File: src/rtl/qconf_pkg.sv
// Shared types and address map for the per-function QCONF register block.
// Used by axil_qconf_regs and qconf_qid_lookup.
package qconf_pkg;

    typedef struct packed {
        logic [15:0] qbase;
        logic [15:0] qnum;
    } qconf_t;

    localparam logic [15:0] ADDR_ID      = 16'h0000;
    localparam logic [15:0] QCONF_STRIDE = 16'h1000;
    localparam logic [15:0] HITCNT_OFS   = 16'h0004;

    localparam logic [1:0] RESP_OKAY   = 2'b00;
    localparam logic [1:0] RESP_SLVERR = 2'b10;

    function automatic logic [15:0] qconf_addr(input int f);
        return 16'((f + 1) * int'(QCONF_STRIDE));
    endfunction

    // Word-granular address compare; byte offset bits are ignored.
    function automatic logic same_word(input logic [15:0] a, input logic [15:0] b);
        return (a & 16'hFFFC) == (b & 16'hFFFC);
    endfunction

endpackage

File: src/rtl/qconf_qid_lookup.sv
// Registered priority match of a queue id against the per-function QCONF ranges.
// Lowest-numbered function whose [qbase, qbase+qnum) range contains qid wins.
module qconf_qid_lookup
    import qconf_pkg::*;
#(
    parameter int NUM_PHYS_FUNC = 2,
    parameter int QID_W         = 11,
    parameter int FID_W         = 1
)(
    input  logic                           clk,
    input  logic                           rst_n,
    input  logic                           qid_valid,
    input  logic [QID_W-1:0]               qid,
    input  qconf_t [NUM_PHYS_FUNC-1:0]     qconf,
    output logic                           func_valid,
    output logic                           func_hit,
    output logic [FID_W-1:0]               func_id
);

    logic [NUM_PHYS_FUNC-1:0] match;
    logic [16:0]              qid_ext;
    logic                     func_valid_q, func_valid_d;
    logic                     func_hit_q, func_hit_d;
    logic [FID_W-1:0]         func_id_q, func_id_d;

    assign qid_ext = 17'(qid);

    // 17-bit compare so qbase+qnum never wraps; qnum=0 yields an empty range.
    generate
        for (genvar gi = 0; gi < NUM_PHYS_FUNC; gi++) begin : g_match
            logic [16:0] lo;
            logic [16:0] hi;
            assign lo = {1'b0, qconf[gi].qbase};
            assign hi = {1'b0, qconf[gi].qbase} + {1'b0, qconf[gi].qnum};
            assign match[gi] = (qid_ext >= lo) && (qid_ext < hi);
        end
    endgenerate

    always_comb begin
        func_valid_d = qid_valid;
        func_hit_d   = 1'b0;
        func_id_d    = '0;
        if (qid_valid) begin
            func_hit_d = |match;
            for (int f = NUM_PHYS_FUNC - 1; f >= 0; f--) begin
                if (match[f]) begin
                    func_id_d = FID_W'(f);
                end
            end
        end
    end

    always_ff @(posedge clk or negedge rst_n) begin
        if (!rst_n) begin
            func_valid_q <= 1'b0;
            func_hit_q   <= 1'b0;
            func_id_q    <= '0;
        end else begin
            func_valid_q <= func_valid_d;
            func_hit_q   <= func_hit_d;
            func_id_q    <= func_id_d;
        end
    end

    assign func_valid = func_valid_q;
    assign func_hit   = func_hit_q;
    assign func_id    = func_id_q;

endmodule

File: src/rtl/axil_qconf_regs.sv
// AXI4-Lite responder for per-function QCONF words plus qid->function lookup.
// Optional per-function hit counters are built when QCONF_HIT_CNT_EN is defined.
module axil_qconf_regs
    import qconf_pkg::*;
#(
    parameter int          NUM_PHYS_FUNC = 2,
    parameter int          QID_W         = 11,
    parameter logic [31:0] ID_VALUE      = 32'h51434F4E,
    localparam int         FID_W         = (NUM_PHYS_FUNC > 1) ? $clog2(NUM_PHYS_FUNC) : 1
)(
    input  logic                          axil_aclk,
    input  logic                          axil_aresetn,
    input  logic                          s_axil_awvalid,
    output logic                          s_axil_awready,
    input  logic [31:0]                   s_axil_awaddr,
    input  logic                          s_axil_wvalid,
    output logic                          s_axil_wready,
    input  logic [31:0]                   s_axil_wdata,
    output logic                          s_axil_bvalid,
    input  logic                          s_axil_bready,
    output logic [1:0]                    s_axil_bresp,
    input  logic                          s_axil_arvalid,
    output logic                          s_axil_arready,
    input  logic [31:0]                   s_axil_araddr,
    output logic                          s_axil_rvalid,
    input  logic                          s_axil_rready,
    output logic [31:0]                   s_axil_rdata,
    output logic [1:0]                    s_axil_rresp,
    input  logic                          qid_valid,
    input  logic [QID_W-1:0]              qid,
    output logic                          func_valid,
    output logic                          func_hit,
    output logic [FID_W-1:0]              func_id,
    output logic [32*NUM_PHYS_FUNC-1:0]   qconf_flat
);

    qconf_t [NUM_PHYS_FUNC-1:0] qconf_q, qconf_d;
    logic                       rdy_en_q, rdy_en_d;
    logic                       aw_held_q, aw_held_d;
    logic [15:0]                aw_addr_q, aw_addr_d;
    logic                       w_held_q, w_held_d;
    logic [31:0]                w_data_q, w_data_d;
    logic                       bvalid_q, bvalid_d;
    logic [1:0]                 bresp_q, bresp_d;
    logic                       rvalid_q, rvalid_d;
    logic [31:0]                rdata_q, rdata_d;
    logic [1:0]                 rresp_q, rresp_d;
    logic                       commit;
    logic                       lk_valid, lk_hit;
    logic [FID_W-1:0]           lk_id;
    logic                       unused_addr_bits;

`ifdef QCONF_HIT_CNT_EN
    logic [NUM_PHYS_FUNC-1:0]        cnt_clr;
    logic [NUM_PHYS_FUNC-1:0][31:0]  hit_cnt_q, hit_cnt_d;
`endif

    assign unused_addr_bits = ^{s_axil_awaddr[31:16], s_axil_araddr[31:16]};

    // rdy_en_q keeps the ready outputs low while in reset and for the release cycle.
    assign s_axil_awready = rdy_en_q && !aw_held_q && !bvalid_q;
    assign s_axil_wready  = rdy_en_q && !w_held_q && !bvalid_q;
    assign s_axil_arready = rdy_en_q && !rvalid_q;
    assign commit         = aw_held_q && w_held_q;

    always_comb begin
        rdy_en_d  = 1'b1;
        aw_held_d = aw_held_q;
        aw_addr_d = aw_addr_q;
        w_held_d  = w_held_q;
        w_data_d  = w_data_q;
        bvalid_d  = bvalid_q;
        bresp_d   = bresp_q;
        rvalid_d  = rvalid_q;
        rdata_d   = rdata_q;
        rresp_d   = rresp_q;
        qconf_d   = qconf_q;
`ifdef QCONF_HIT_CNT_EN
        cnt_clr   = '0;
`endif
        if (s_axil_awvalid && s_axil_awready) begin
            aw_held_d = 1'b1;
            aw_addr_d = s_axil_awaddr[15:0];
        end
        if (s_axil_wvalid && s_axil_wready) begin
            w_held_d = 1'b1;
            w_data_d = s_axil_wdata;
        end

        if (commit) begin
            aw_held_d = 1'b0;
            w_held_d  = 1'b0;
            bvalid_d  = 1'b1;
            bresp_d   = RESP_SLVERR;
            for (int f = 0; f < NUM_PHYS_FUNC; f++) begin
                if (same_word(aw_addr_q, qconf_addr(f))) begin
                    qconf_d[f] = w_data_q;
                    bresp_d    = RESP_OKAY;
                end
`ifdef QCONF_HIT_CNT_EN
                if (same_word(aw_addr_q, qconf_addr(f) + HITCNT_OFS)) begin
                    cnt_clr[f] = 1'b1;
                    bresp_d    = RESP_OKAY;
                end
`endif
            end
        end else if (bvalid_q && s_axil_bready) begin
            bvalid_d = 1'b0;
        end

        // Read data is taken from the current-cycle registers, so a same-cycle
        // commit is not yet visible to the read.
        if (s_axil_arvalid && s_axil_arready) begin
            rvalid_d = 1'b1;
            rdata_d  = '0;
            rresp_d  = RESP_SLVERR;
            if (same_word(s_axil_araddr[15:0], ADDR_ID)) begin
                rdata_d = ID_VALUE;
                rresp_d = RESP_OKAY;
            end
            for (int f = 0; f < NUM_PHYS_FUNC; f++) begin
                if (same_word(s_axil_araddr[15:0], qconf_addr(f))) begin
                    rdata_d = qconf_q[f];
                    rresp_d = RESP_OKAY;
                end
`ifdef QCONF_HIT_CNT_EN
                if (same_word(s_axil_araddr[15:0], qconf_addr(f) + HITCNT_OFS)) begin
                    rdata_d = hit_cnt_q[f];
                    rresp_d = RESP_OKAY;
                end
`endif
            end
        end else if (rvalid_q && s_axil_rready) begin
            rvalid_d = 1'b0;
        end
    end

`ifdef QCONF_HIT_CNT_EN
    // Clear beats a same-cycle increment; counters saturate at all-ones.
    generate
        for (genvar gi = 0; gi < NUM_PHYS_FUNC; gi++) begin : g_hit_cnt
            always_comb begin
                hit_cnt_d[gi] = hit_cnt_q[gi];
                if (cnt_clr[gi]) begin
                    hit_cnt_d[gi] = '0;
                end else if (lk_valid && lk_hit && (lk_id == FID_W'(gi))
                             && (hit_cnt_q[gi] != 32'hFFFF_FFFF)) begin
                    hit_cnt_d[gi] = hit_cnt_q[gi] + 32'd1;
                end
            end
        end
    endgenerate

    always_ff @(posedge axil_aclk or negedge axil_aresetn) begin
        if (!axil_aresetn) begin
            hit_cnt_q <= '0;
        end else begin
            hit_cnt_q <= hit_cnt_d;
        end
    end
`endif

    always_ff @(posedge axil_aclk or negedge axil_aresetn) begin
        if (!axil_aresetn) begin
            rdy_en_q  <= 1'b0;
            aw_held_q <= 1'b0;
            aw_addr_q <= '0;
            w_held_q  <= 1'b0;
            w_data_q  <= '0;
            bvalid_q  <= 1'b0;
            bresp_q   <= RESP_OKAY;
            rvalid_q  <= 1'b0;
            rdata_q   <= '0;
            rresp_q   <= RESP_OKAY;
            qconf_q   <= '0;
        end else begin
            rdy_en_q  <= rdy_en_d;
            aw_held_q <= aw_held_d;
            aw_addr_q <= aw_addr_d;
            w_held_q  <= w_held_d;
            w_data_q  <= w_data_d;
            bvalid_q  <= bvalid_d;
            bresp_q   <= bresp_d;
            rvalid_q  <= rvalid_d;
            rdata_q   <= rdata_d;
            rresp_q   <= rresp_d;
            qconf_q   <= qconf_d;
        end
    end

    assign s_axil_bvalid = bvalid_q;
    assign s_axil_bresp  = bresp_q;
    assign s_axil_rvalid = rvalid_q;
    assign s_axil_rdata  = rdata_q;
    assign s_axil_rresp  = rresp_q;

    generate
        for (genvar gi = 0; gi < NUM_PHYS_FUNC; gi++) begin : g_flat
            assign qconf_flat[32*gi +: 32] = qconf_q[gi];
        end
    endgenerate

    qconf_qid_lookup #(
        .NUM_PHYS_FUNC (NUM_PHYS_FUNC),
        .QID_W         (QID_W),
        .FID_W         (FID_W)
    ) u_lookup (
        .clk        (axil_aclk),
        .rst_n      (axil_aresetn),
        .qid_valid  (qid_valid),
        .qid        (qid),
        .qconf      (qconf_q),
        .func_valid (lk_valid),
        .func_hit   (lk_hit),
        .func_id    (lk_id)
    );

    assign func_valid = lk_valid;
    assign func_hit   = lk_hit;
    assign func_id    = lk_id;

endmodule

File: config.mk
export PLATFORM = sky130hd
export DESIGN_NAME = axil_qconf_regs
export DESIGN_NICKNAME = d
export VERILOG_FILES = /design/src/rtl/qconf_pkg.sv /design/src/rtl/qconf_qid_lookup.sv /design/src/rtl/axil_qconf_regs.sv
export SDC_FILE = /design/constraint.sdc
export NUM_CORES = 1
export LEC_CHECK = 0
export ABC_CLOCK_PERIOD_IN_PS = 3100
export BUFFER_PORTS_ARGS = -buffer_cell sky130_fd_sc_hd__buf_4
export CORE_UTILIZATION = 42
export DETAILED_ROUTE_END_ITERATION = 16
export PLACE_DENSITY = 0.69
export SYNTH_ARGS = -nofsm -noshare
export SYNTH_HDL_FRONTEND = slang
export SYNTH_SLANG_ARGS = --single-unit
File: constraint.sdc
create_clock -name axil_aclk -period 3.1 [get_ports axil_aclk]
set_input_delay 0.465 -clock axil_aclk [delete_from_list [all_inputs] [get_ports axil_aclk]]
set_output_delay 0.465 -clock axil_aclk [all_outputs]
set_load 0.05 [all_outputs]
# --- Yosys cells after proc, flatten, opt, wreduce, memory -nomap -nowiden ---
# Index checks and enable logic that the tools add are counted.
classes:
  n_addsub: 2
  magnitude_cmp: 4
  n_eq_ne: 4
  n_mux: 20
  reduce_logical: 25
op_table:
  columns: ["op", "count"]
  rows:
  - ["32-bit two-way mux", 2]
  - ["16-bit by 16-bit adder with 17-bit output", 2]
  - ["11-bit by 17-bit less-than comparator with 1-bit output", 2]
  - ["11-bit by 16-bit >= comparator with 1-bit output", 2]
  - ["31-bit two-way mux", 1]
  - ["14-bit by 11-bit == test with 1-bit output, second input constant", 2]
  - ["14-bit by 12-bit == test with 1-bit output, second input constant", 2]
  - ["16-bit zero test", 1]
  - ["1-bit logical AND", 13]
  - ["1-bit two-way mux", 12]
  - ["2-bit two-way mux", 5]
  - ["2-bit nonzero test", 4]
  - ["1-bit zero test", 4]
  - ["2-bit AND reduction", 2]
  - ["2-bit OR reduction", 1]
word_totals:
  regBits: 156
  output_inout_bits: 108
  word_cells: 72

# --- Depth between registers and ports, before layout ---
depth:
  ltp_word: 6
  ltp_mapped: 17
  mapped_depth_nobuf: 17

# --- Hierarchy ---
# A second synthesis with hierarchy kept.
unflattened:
  cells_unflattened: 796
  hier_area_um2: 8821.0
by_module_without_submodules:
  columns: ["module", "n_inst", "cells_per_inst", "area_each_um2", "seq_area_each_um2"]
  rows:
  - ["axil_qconf_regs", 1, 455, 6167.2, 3728.6]
  - ["qconf_qid_lookup", 1, 341, 2653.8, 75.1]

# --- Worst setup path before layout ---
# OpenSTA, ideal clock, no wires.
synth_timing:
  kind: "reg-to-reg"
  startpoint: "reg qconf_q, in the netlist qconf_flat[0]"
  endpoint: "reg u_lookup.func_hit_q (netlist: u_lookup.func_hit)"
  arrival_time_ns: 3.421
  path_slack_ns: -0.469
  path_stages_with_launch: 16
  synth_period_minus_slack_ns: 3.569
  path_cell_list: "dfrtp_1 -> ha_1 -> fa_1 -> a21oi_1 -> o21ai_0 -> a21oi_1 -> o21bai_1 -> a21oi_1 -> xor2_1 -> ha_1 -> nand4_1 -> o311ai_0 -> a21oi_1 -> nor3_1 -> and4_4 -> o32ai_1"
synth_via:
  elab_chain_len: 5
synth_rtl:
  columns: ["item", "line", "text"]
  rows:
  - ["start: declaration", "axil_qconf_regs.sv:37", "qconf_t [NUM_PHYS_FUNC-1:0] qconf_q, qconf_d;"]
  - ["start signal: assignment", "axil_qconf_regs.sv:187", "qconf_q <= qconf_d;"]
  - ["16-bit by 16-bit adder with 17-bit output", "qconf_qid_lookup.sv:34", "assign hi = {1'b0, qconf[gi].qbase} + {1'b0, qconf[gi].qnum};"]
  - ["11-bit by 17-bit less-than comparator with 1-bit output", "qconf_qid_lookup.sv:35", "assign match[gi] = (qid_ext >= lo) && (qid_ext < hi);"]
  - ["1-bit logical AND", "qconf_qid_lookup.sv:35", null]
  - ["2-bit OR reduction", "qconf_qid_lookup.sv:44", "func_hit_d = |match;"]
  - ["1-bit two-way mux", "qconf_qid_lookup.sv:43", "if (qid_valid) begin"]
  - ["net u_lookup.func_hit_d", "qconf_qid_lookup.sv:23", "logic func_hit_q, func_hit_d;"]
  - ["end signal: assignment", "qconf_qid_lookup.sv:60", "func_hit_q <= func_hit_d;"]
  - ["end: declaration", "qconf_qid_lookup.sv:23", null]
# The timed path passes the listed nets, and every way through them passes these cells.
# A chain may end at the register's enable or synchronous reset.

# --- Worst setup path in the final report ---
layout_timing:
  startpoint: "reg qconf_q, in the netlist qconf_flat[16]"
  endpoint: "reg u_lookup.func_hit_q (netlist: u_lookup.func_hit)"
layout_via:
  elab_chain_len: 5
  word_cells_on_any_way: 6
  classes_between: "add/sub: 1; order compare: 2; mux: 1; reduce/logical: 2"
layout_rtl:
  columns: ["item", "line"]
  rows:
  - ["16-bit by 16-bit adder with 17-bit output", "qconf_qid_lookup.sv:34"]
  - ["11-bit by 17-bit less-than comparator with 1-bit output", "qconf_qid_lookup.sv:35"]
  - ["1-bit logical AND (*)", "qconf_qid_lookup.sv:35"]
  - ["2-bit OR reduction (*)", "qconf_qid_lookup.sv:44"]
  - ["1-bit two-way mux (*)", "qconf_qid_lookup.sv:43"]
  - ["net u_lookup.func_hit_d", "qconf_qid_lookup.sv:23"]
# Mark *: on every way through the listed nets, which the timed path passes. The rest lies on a longest branch.

==> out/qor.yml <==
postSynth.topFlopCell: "dfrtp_1"
postLayoutSetupSlackWorst_ps: -161
final_nets: 1185
syn_area_per_cell_um2: 10.8
cts_htree_levels: 4
route.detailed.wl_per_inst_um: 18.8
library_cells_used_by_synthesis: 59
post_synth_inst_count: 773
timing.critical_path.arrival_ps: 3590
die_w_um: 143
timing_hold_violations_final: 0
final_max_slew_viol_count: 0
post_synth_xor_area_fraction: 0.0178
critical_path_peak_fanout: 3
cap_viol_max_count: 0
hold_slack_ps: 18.8
synth_top_family_by_area: "compound AO/OA/AOI/OAI gates"
detail_route.drc_violations: 0
tritoncts.num_buffers: 17
layout-drive-gt1-share: 0.378
vdd_ir_drop_max_mv: 0.481
status: "finished with violations"
gr-total-overflow: 0
grt_pass1_vias: 6754
dieHeight_um: 143
yosys.area_share.adder: 0.115
rows: 51
postSynthRegisterBits: 152
global_route_wire_length_before_repair_mm: 36.8
totalWireLength_mm: 23.9
hold_path_class: "in2async"
synth_sequential_area_ratio: 0.455
power_density_nw_per_um2: 505
period_utilization: 1.05
grt_usage: 0.244
multi_input_gate_area_in_the_final_layout_um2: 4390
cts.root.buffer_cell: "clkbuf_16"
synth_compound_gate_area_share: 0.157
worst_slew_pin_slew_ps: 990
mostFrequentLayoutCells: "buf_4, dfrtp_1, mux2_2"
register_area_um2: 3810
num_io_pins: 223
numClockSinks: 152
timing.fmax_ghz: 0.307
finalWeightedCongestion: 0.899
power.combinational.fraction: 0.169
synthToLayoutAreaGrowth_pct: 31.7
grt_start_max_net_pins: 64
clock_skew_ps: 11.3
startpoint_kind_of_the_worst_setup_timing_path: "flip-flop"
synth_edf_count: 0
p_switching_w: 0.00155
design.core.area_um2: 19500
routed-via-count: 6841
clock_tree_from_tritoncts: "done"
clkPwrFrac: 0.361
internal_pwr_total_w: 0.00401
insertion_delay_ps: 430
antennaDiodeCount: 0
detailed_place.area_um2: 10400
endpoint_kind_of_the_worst_setup_timing_path: "flip-flop"
die_area_um2: 20500
max-slew-margin-rel: 0.339
worst_case_clock_buffer_depth: 2
detailed_place_hpwl_mm: 18.3
finalCriticalPeriod_ps: 3260
via_per_inst: 5.38
rsz0062_at_grt: "true"
synthSimpleGateAreaFrac: 0.0963
initial_core_util: 0.430
finalSetupViolations: 2
mappedNetlistArea_um2: 8360
layout.cells.most_common: "buf_4"
postRouteAntennaNets: 0
timing.setup.critical_path_class: "reg2reg"
drt-pass1-iter-count: 5
power_leakage_nw: 5.38
grt_antenna_before_repair: 0
portion_of_netlist_area_occupied_by_mux_cells: 0.124
p_seq_frac: 0.470
drt_first_iter_violations: 441
ys_async_sr_fraction: 1.00
io_buffers: 184
ctsHoldBuffers: 0
ys.warnings.count: 0
switching_share: 0.278
clkTransAtPathRegs_ps: 60
worst-endpoint-required_ps: 3430
num-fill-cells: 1740
failed_checks: "negative setup slack"
layout.cell_area.non_filler_um2: 11000
power by group through the flow:
stage | Sequential, W | Combinational (W) | Clock [W]
2_1_floorplan | 0.00261 | 0.000586 | 0
3_3_place_gp | 0.00262 | 0.000910 | 0
3_5_place_dp | 0.00264 | 0.000940 | 0
4_1_cts | 0.00260 | 0.000948 | 0.00205
5_1_grt | 0.00265 | 0.00103 | 0.00213
6_report | 0.00261 | 0.000940 | 0.00201
stage by stage:
stage | utilization | power [W] | TNS, ps | std cells | worst slack [ps]
final | 0.566 | 0.00556 | -255 | 1272 | -161
after global routing | 0.566 | 0.00581 | -628 | 1272 | -351
after CTS | 0.564 | 0.00560 | -208 | 1271 | -105
after detailed placement | 0.532 | 0.00358 | -252 | 1238 | -144
after global placement | 0.532 | 0.00353 | -166 | 1238 | -94.3
after floorplan | - | 0.00319 | -83.2 | 774 | -66.4
worst max-delay path, stage by stage, from the launching register on:
cell and delay, ps:
dfrtp_2 420, ha_4 180, fa_2 360, a21oi_4 160
o21ai_2 80, a21oi_2 160, buf_4 130, buf_4 110
xnor2_1 120, ha_1 260, a21oi_1 160, nor2b_1 60
o21ai_0 190, o311ai_2 150, a21oi_2 160, nor3_2 60
and4_4 190, o32ai_2 200
cell usage after synthesis (5+ instances only):
master    number  area share
nand3_1        6      0.0036
xnor2_1        6      0.0063
inv_1         35       0.016
a211o_1        5      0.0052
xor2_1        11       0.012
nor2b_1        7      0.0052
nor3_1         9      0.0054
a211oi_1       6      0.0054
o22ai_1       16       0.012
nand4_1        6      0.0045
nor2_1        18      0.0081
ha_1          74        0.11
a21oi_1       33       0.020
nand2_1       79       0.035
a21o_1        21       0.019
o21ai_0       72       0.043
a22oi_1       20       0.018
dfrtp_1      152        0.45
mux2_1         7      0.0094
o21a_1         6      0.0054
nor4_1         6      0.0045
buf_2          5      0.0030
mux2_2        83        0.11
clkbuf_1      19      0.0085
nand2b_1      10      0.0075
sequential cells by signal (all words and copies together) (netlist names):
name / flops
rdy_en_q: 1
u_lookup.func_id: 1
s_axil_bvalid: 1
u_lookup.func_hit: 1
s_axil_rresp: 1
s_axil_rvalid: 1
u_lookup.func_valid: 1
w_held_q: 1
aw_held_q: 1
aw_addr_q: 14
s_axil_rdata: 32
w_data_q: 32
qconf_flat: 64
s_axil_bresp: 1
metal layers:
layer	vias up	track usage	share of wire
met5	-	0	0
met2	222	0.371	0.45
li1	3256	-	-
met3	25	0.0543	0.067
met1	3338	0.340	0.47
met4	0	0.0872	0.019
cell type report:
type                       instances  area share
timing repair buffer             231       0.161
multi-input combinational        557       0.398
clock buffer                      22      0.0440
inverter                          35      0.0119
sequential                       152       0.346
clock inverter                    10     0.00852
tap                              265      0.0301
final timing paths:
check	startpoint	cells after the start	endpoint	slack [ps]
max reg2reg	qconf_flat[16]$_DFFE_PN0P_	17	u_lookup.func_hit$_DFF_PN0_	-160
min	axil_aresetn	1	aw_addr_q[3]$_DFFE_PN0P_	20
min reg2reg	s_axil_rdata[20]$_DFFE_PN0P_	2	s_axil_rdata[20]$_DFFE_PN0P_	480
max	qconf_flat[16]$_DFFE_PN0P_	17	u_lookup.func_hit$_DFF_PN0_	-160
min in group axil_aclk	qid_valid	1	u_lookup.func_valid$_DFF_PN0_	160
max in group asynchronous	axil_aresetn	2	s_axil_rdata[22]$_DFFE_PN0P_	2290
timing repair:
item                                    4_1_cts  5_1_grt
cloned                                        0        0
pin swaps                                     0        0
setup buffers                                 1        1
gates resized for setup                       6        7
endpoints found under the setup margin        2        2
logic make-up after synthesis:
family,count (synthesis)
AO/OA/AOI/OAI,206
AND/OR/NAND/NOR,163
flip-flops,152
multiplexers,92
adder cells (fa/ha/maj),76
buffers and inverters,65
XOR/XNOR,17
other,2
Note: power is estimated with default switching activity, not from simulation.
